**src/rtl/frame_downscale_writer.sv**
```systemverilog
// Purpose : box-average a raster pixel stream (1x1, 2x2 or 4x2) and write one
//           8-bit sample per box into an OUT_W x OUT_H frame buffer.
//           Each capture request fills exactly one frame.
// Latency : wr_en_out fires exactly 2 cycles after the pixel that completes a box.
// Backpressure: none. pixel_valid_in low is a stall, and the source is never throttled.
// Ports   : clk_in/rst_in          clock, synchronous active-high reset
//           scale_in               box select (00/01=1x1, 11=2x2, 10=4x2), latched at frame start
//           capture_req_in         arms a one-frame capture
//           hcount/vcount/pixel/pixel_valid_in  camera raster stream
//           busy_out               capture armed or in progress
//           wr_en/addr/data_out    frame buffer write port
//           frame_done/err_out     one-cycle completion / abort pulses
module frame_downscale_writer #(
   parameter int OUT_W  = 240,
   parameter int OUT_H  = 320,
   parameter int ADDR_W = 17
) (
   input  logic              clk_in,
   input  logic              rst_in,
   input  logic [1:0]        scale_in,
   input  logic              capture_req_in,
   input  logic [10:0]       hcount_in,
   input  logic [9:0]        vcount_in,
   input  logic [7:0]        pixel_in,
   input  logic              pixel_valid_in,
   output logic              busy_out,
   output logic              wr_en_out,
   output logic [ADDR_W-1:0] wr_addr_out,
   output logic [7:0]        wr_data_out,
   output logic              frame_done_out,
   output logic              frame_err_out
);

   localparam logic [2:0] ST_IDLE    = 3'd0;
   localparam logic [2:0] ST_ARMED   = 3'd1;
   localparam logic [2:0] ST_CAPTURE = 3'd2;
   localparam logic [2:0] ST_DONE    = 3'd3;
   localparam logic [2:0] ST_ERR     = 3'd4;

   localparam int              IDX_W     = $clog2(OUT_W);
   localparam logic [10:0]     OUT_W_L   = 11'(OUT_W);
   localparam logic [9:0]      OUT_H_L   = 10'(OUT_H);
   localparam logic [ADDR_W-1:0] LAST_ADDR = ADDR_W'(OUT_W * OUT_H - 1);

   logic [2:0]        state_q, state_d;
   logic [1:0]        scale_q, scale_d;
   logic [10:0]       hsum_q, hsum_d;
   logic              s1_vld_q, s1_vld_d;
   logic [10:0]       s1_sh_q, s1_sh_d;
   logic [9:0]        s1_sv_q, s1_sv_d;
   logic [7:0]        s1_dat_q, s1_dat_d;
   logic              wr_en_q, wr_en_d;
   logic [ADDR_W-1:0] wr_addr_q, wr_addr_d;
   logic [7:0]        wr_data_q, wr_data_d;
   logic [10:0]       row_acc_q [OUT_W];

   logic              origin;
   logic [1:0]        eff_scale;
   logic [1:0]        shift_h;
   logic              shift_v;
   logic [10:0]       mask_h;
   logic [9:0]        mask_v;
   logic              h_first, h_last, v_first, v_last;
   logic [10:0]       pix_sh;
   logic [9:0]        pix_sv;
   logic              in_range, accept;
   logic [10:0]       hsum_part, total;
   logic [IDX_W-1:0]  acc_idx;
   logic              row_wr, box_done;

   always_comb begin
      origin = pixel_valid_in && (hcount_in == 11'd0) && (vcount_in == 10'd0);
      // The frame-start pixel itself must use the scale being latched with it.
      eff_scale = (state_q == ST_ARMED) ? scale_in : scale_q;

      shift_h = 2'd0;
      shift_v = 1'b0;
      case (eff_scale)
         2'b11:   begin shift_h = 2'd1; shift_v = 1'b1; end
         2'b10:   begin shift_h = 2'd2; shift_v = 1'b1; end
         default: begin shift_h = 2'd0; shift_v = 1'b0; end
      endcase

      mask_h  = (11'd1 << shift_h) - 11'd1;
      mask_v  = {9'd0, shift_v};
      h_first = (hcount_in & mask_h) == 11'd0;
      h_last  = (hcount_in & mask_h) == mask_h;
      v_first = (vcount_in & mask_v) == 10'd0;
      v_last  = (vcount_in & mask_v) == mask_v;

      pix_sh   = hcount_in >> shift_h;
      pix_sv   = vcount_in >> shift_v;
      in_range = (pix_sh < OUT_W_L) && (pix_sv < OUT_H_L);

      // Frame-start pixel is consumed when arming, but aborts an ongoing capture.
      accept = pixel_valid_in && in_range &&
               (((state_q == ST_CAPTURE) && !origin) ||
                ((state_q == ST_ARMED) && origin));

      hsum_part = h_first ? {3'd0, pixel_in} : hsum_q + {3'd0, pixel_in};
      hsum_d    = accept ? hsum_part : hsum_q;

      acc_idx  = pix_sh[IDX_W-1:0];
      total    = row_acc_q[acc_idx] + hsum_part;
      // Only multi-row boxes park a partial sum; 1x1 has v_first == v_last.
      row_wr   = accept && h_last && v_first && !v_last;
      box_done = accept && h_last && v_last;

      s1_vld_d = box_done;
      s1_sh_d  = pix_sh;
      s1_sv_d  = pix_sv;
      case (eff_scale)
         2'b11:   s1_dat_d = 8'(total >> 2);
         2'b10:   s1_dat_d = 8'(total >> 3);
         default: s1_dat_d = pixel_in;
      endcase

      state_d = state_q;
      scale_d = scale_q;
      case (state_q)
         ST_IDLE:  if (capture_req_in) state_d = ST_ARMED;
         ST_ARMED: if (origin) begin
                      state_d = ST_CAPTURE;
                      scale_d = scale_in;
                   end
         ST_CAPTURE: begin
            // The write of the last address finishes the frame even if a new
            // frame starts in the same cycle.
            if (wr_en_q && (wr_addr_q == LAST_ADDR)) state_d = ST_DONE;
            else if (origin)                         state_d = ST_ERR;
         end
         default:  state_d = ST_IDLE;
      endcase

      // Writes are only emitted while the capture stays live, so an abort
      // discards whatever is still in the pipeline.
      wr_en_d   = s1_vld_q && (state_d == ST_CAPTURE);
      wr_addr_d = ADDR_W'(s1_sv_q) * ADDR_W'(OUT_W) + ADDR_W'(s1_sh_q);
      wr_data_d = s1_dat_q;
   end

   always_ff @(posedge clk_in) begin
      if (rst_in) begin
         state_q   <= ST_IDLE;
         scale_q   <= 2'd0;
         hsum_q    <= 11'd0;
         s1_vld_q  <= 1'b0;
         s1_sh_q   <= 11'd0;
         s1_sv_q   <= 10'd0;
         s1_dat_q  <= 8'd0;
         wr_en_q   <= 1'b0;
         wr_addr_q <= '0;
         wr_data_q <= 8'd0;
         for (int i = 0; i < OUT_W; i++) row_acc_q[i] <= 11'd0;
      end else begin
         state_q   <= state_d;
         scale_q   <= scale_d;
         hsum_q    <= hsum_d;
         s1_vld_q  <= s1_vld_d;
         s1_sh_q   <= s1_sh_d;
         s1_sv_q   <= s1_sv_d;
         s1_dat_q  <= s1_dat_d;
         wr_en_q   <= wr_en_d;
         wr_addr_q <= wr_addr_d;
         wr_data_q <= wr_data_d;
         if (row_wr) row_acc_q[acc_idx] <= hsum_part;
      end
   end

   assign busy_out       = (state_q == ST_ARMED) || (state_q == ST_CAPTURE);
   assign frame_done_out = (state_q == ST_DONE);
   assign frame_err_out  = (state_q == ST_ERR);
   assign wr_en_out      = wr_en_q;
   assign wr_addr_out    = wr_addr_q;
   assign wr_data_out    = wr_data_q;

endmodule

```
**config.mk**
```make
export PLATFORM = sky130hd
export DESIGN_NAME = frame_downscale_writer
export DESIGN_NICKNAME = d
export VERILOG_FILES = /design/src/rtl/frame_downscale_writer.sv
export SDC_FILE = /design/constraint.sdc
export NUM_CORES = 2
export LEC_CHECK = 0
export ABC_AREA = 1
export ABC_CLOCK_PERIOD_IN_PS = 3900
export CAP_MARGIN = 20
export CORE_MARGIN = 1.5
export CORE_UTILIZATION = 35
export DETAILED_ROUTE_END_ITERATION = 6
export MAX_ROUTING_LAYER = met4
export SYNTH_ARGS = -nofsm -noshare
export SYNTH_HDL_FRONTEND = slang
export SYNTH_SLANG_ARGS = --single-unit
```
**constraint.sdc**
```tcl
create_clock -name clk_in -period 3.9 [get_ports clk_in]
set_input_delay 0.39 -clock clk_in [delete_from_list [all_inputs] [get_ports clk_in]]
set_output_delay 0.39 -clock clk_in [all_outputs]
set_load 0.01 [all_outputs]
```
==> results.py <==
metrics = {
    "outcome": {
        "outcome": "finished with violations",
        "violations": "design-rule violations, negative setup slack",
    },
    "flow_run": {
        "maxCapViolCount": 0,
    },
    "setup_path": {
        "r2r_cells": 31,
        "rr_startpoint": "state_q[1]",
        "slowest_delay_ns": 0.43,
        "crit_type": "flop to flop",
        "ff2ff_setup_slack_ns": -1.26,
        "endpoint_kind": "flop",
        "r2r_end": "s1_dat_q[6]",
        "startpoint_type": "flop",
        "cp.arrival_ns": 5.92,
        "crit_top_cell": "buf_12",
        "crit_slowest_cell": "nand4_1",
        "cp_data_required_time_ns": 4.66,
        "path_max_fanout": 14,
    },
    "clock_tree": {
        "root_buffer": "clkbuf_16",
        "clk_latency_ns": 0.91,
        "htreeDepth": 5,
        "clock-sinks": 2888,
        "clk_path_buf_depth": 4,
        "cts_tree": "done",
        "cts_buffers": 312,
        "cts.clk_slew.worst_paths_ns": 0.07,
    },
    "min_path": {
        "hp-class": "primary input to flop",
        "hold_depth": 3,
        "min_from": "vcount_in[3]",
        "hold-path-endpoint": "s1_sv_q[2]",
    },
    "placement": {
        "place_hpwl_um": 285000,
        "portBuffers": 63,
        "placed_cells": 16600,
        "routabilityCongestion": 0.981,
        "place_area_mm2": 0.145,
    },
    "cells_and_area": {
        "drive_gt1_share_pct": 20.8,
        "syn_to_final_growth_pct": 27.5,
        "final_cell_area_mm2": 0.157,
        "finalNonFillerCells": 17300,
        "register_area_mm2": 0.0860,
        "nets": 12600,
        "fillers": 31900,
        "multi_input_area_mm2": 0.0332,
        "final_common_cell": "nor2_1",
        "final_cell_mix": "2862 x nor2_1, 2816 x edfxtp_1, 1515 x buf_4",
    },
    "synthesis": {
        "ys_ff_latch": 2888,
        "synthCells": 11000,
        "ys_seq_area_share_pct": 69.7,
        "synth_top_area_share_pct": 68.5,
        "ys_top_cells_by_area": "edfxtp_1 68%, nor2_1 8.8%, o22ai_1 5.9%",
        "ys.flop_type": "edfxtp_1",
        "yosysTopAreaCell": "edfxtp_1",
        "synth_area_mm2": 0.123,
        "yosysUniqueCellTypes": 62,
        "synthArstFlopShare_pct": 0,
        "syn_avg_cell_area_um2": 11.2,
        "synth-edff-count": 2816,
        "ys_warn_count": 0,
    },
    "pwr": {
        "power_frac_seq_pct": 46.4,
        "power.switching_uw": 20200,
        "power_leakage_uw": 0.0604,
        "pwr-share-comb_pct": 15.3,
        "fin_total_pwr_uw": 76900,
        "swShare_pct": 26.2,
        "p_int_uw": 56700,
        "p_clk_share_pct": 38.4,
        "ir_drop_uv": 347,
        "power.density_mw_per_mm2": 489,
    },
    "sta": {
        "rsz0062_at_grt": "yes",
        "setup_viol": 5289,
        "final_max_slew_viol_count": 0,
        "worst_pin_slew_ns": 1.06,
        "fmax_mhz": 194,
        "period_share_pct": 132,
        "slew_headroom_pct": 29.1,
        "hold_viol_final": 0,
        "final.setup_skew_ns": 0.0904,
        "fin_crit_ns": 5.16,
        "worst_slack_ns": -1.26,
    },
    "grt": {
        "grt_overflow_total": 0,
        "grt_pass1_wl_um": 621000,
        "grtUsageTotal_pct": 24.3,
        "antenna_found_initial": 17,
        "grt_max_degree": 117,
        "grt_pass1_vias": 90400,
    },
    "routing": {
        "route.detailed.drc": 1,
        "num_vias": 95100,
        "detail-route-antenna-nets": 0,
        "dr.first_iter.drc_count": 12700,
        "drt_first_pass_iters": 7,
        "viasPerCell": 5.49,
        "wl_um": 433000,
        "avgRoutedWirePerCell_um": 25.0,
    },
    "floorplan": {
        "rows": 217,
        "start_util_pct": 35.2,
        "die_h_um": 597,
        "core_mm2": 0.350,
        "die_area_mm2": 0.356,
        "dieWidth_um": 597,
        "ioPinCount": 64,
    },
}
[final cells by class]
cell class	instances	area share, %
Antenna cell	12	0.0191
Multi-Input combinational cell	6870	21.1
Timing Repair Buffer	2041	13.4
Inverter	370	0.925
Tap cell	4599	3.66
Sequential cell	2888	54.6
Clock buffer	386	5.24
Clock inverter	162	1.06
[cells in the mapped netlist, types with 9 or more instances]
master and n:
o211ai_1 31, o21ai_1 10, o22ai_1 1157, buf_4 34
dfxtp_1 72, ha_1 40, clkbuf_1 505, fa_1 19
or2_2 41, o22a_1 17, edfxtp_1 2816, o21ai_0 739
buf_1 34, nand2_1 1222, o221ai_1 20, a21oi_1 65
nor2_1 2889, inv_2 15, a22oi_1 34, nor3_1 15
nand3_1 52, nor2_2 9, inv_1 354, a221oi_1 16
nand4_1 207, buf_2 448, a22o_1 13
[critical path: cells and delay by family (launching register included)]
family / cells / cell delay [ns]
and+or+nand+nor: 13 / 1.89
buffers and inverters: 10 / 1.41
AOI/OAI and AO/OA: 7 / 1.08
DFF: 1 / 0.33
adders and majority gates: 1 / 0.25
[worst max path at each step]
stage | startpoint | endpoint | slack, ns | cells after the start
final | state_q[1] | s1_dat_q[6] | -1.26 | 31
after floorplan | state_q[1] | s1_dat_q[5] | 0.001 | 33
after CTS | state_q[2] | s1_dat_q[6] | -1.16 | 31
after global routing | state_q[1] | s1_dat_q[6] | -1.42 | 31
after global placement | scale_in[1] | s1_dat_q[7] | -2.16 | 28
after detailed placement | scale_in[1] | s1_dat_q[6] | -2.10 | 32
[per-layer routing]
metal	routed length (µm)	vias up	GRT usage (%)
li1	-	41800	-
met1	169000	47000	31.8
met2	198000	5367	37.1
met3	46900	894	4.88
met4	19600	0	9.92
met5	0	-	-
[metrics by stage]
step | TNS, ns | util [%] | setup WS (ns) | hold slack, ns
final | -2850.15 | 44.9 | -1.26 | 0.165
after global routing | -3751.18 | 44.9 | -1.42 | 0.181
after CTS | -2463.45 | 44.7 | -1.16 | 0.123
after detailed placement | -3911.55 | 41.3 | -2.10 | 0.404
after global placement | -3738.66 | 41.3 | -2.16 | 0.393
after floorplan | 0 | - | 0.00141 | 0.388
[power by group through the flow]
stage          clock network (µW)  logic, µW  registers, µW
2_1_floorplan                   0       4710          36200
3_3_place_gp                    0      10700          36300
3_5_place_dp                    0      10700          36300
4_1_cts                     29800      11200          35700
5_1_grt                     31000      12200          35800
6_report                    29500      11700          35700
[cell families after synthesis]
kind of cell               after synthesis  synth area share, %
DFF                                   2888                 69.7
AOI/OAI and AO/OA                     2144                 10.3
muxes                                    1              0.00811
adders and majority gates               59                0.714
other                                    2              0.00608
buffers and inverters                 1394                 4.81
and+or+nand+nor                       4472                 14.4
xor gates and xnor gates                14               0.0993
[registers in the layout, summed over array words and instances, names as in the netlist]
signal and count:
wr_addr_out 17, s1_dat_q 8, scale_q 2, row_acc_q 2816
state_q 3, wr_data_out 8, wr_en_out 1, s1_sv_q 10
s1_sh_q 11, s1_vld_q 1, hsum_q 11
[timing repair]
action / 4_1_cts / 5_1_grt
hold buffers: 1 / 0
cloned: 12 / 4
pin swaps: 62 / 101
gates resized for setup: 164 / 138
buffers inserted: 75 / 47
hold endpoints to repair: 5 / 0
setup endpoints to repair: 5170 / 5293
(Power assumes the default switching activity.)
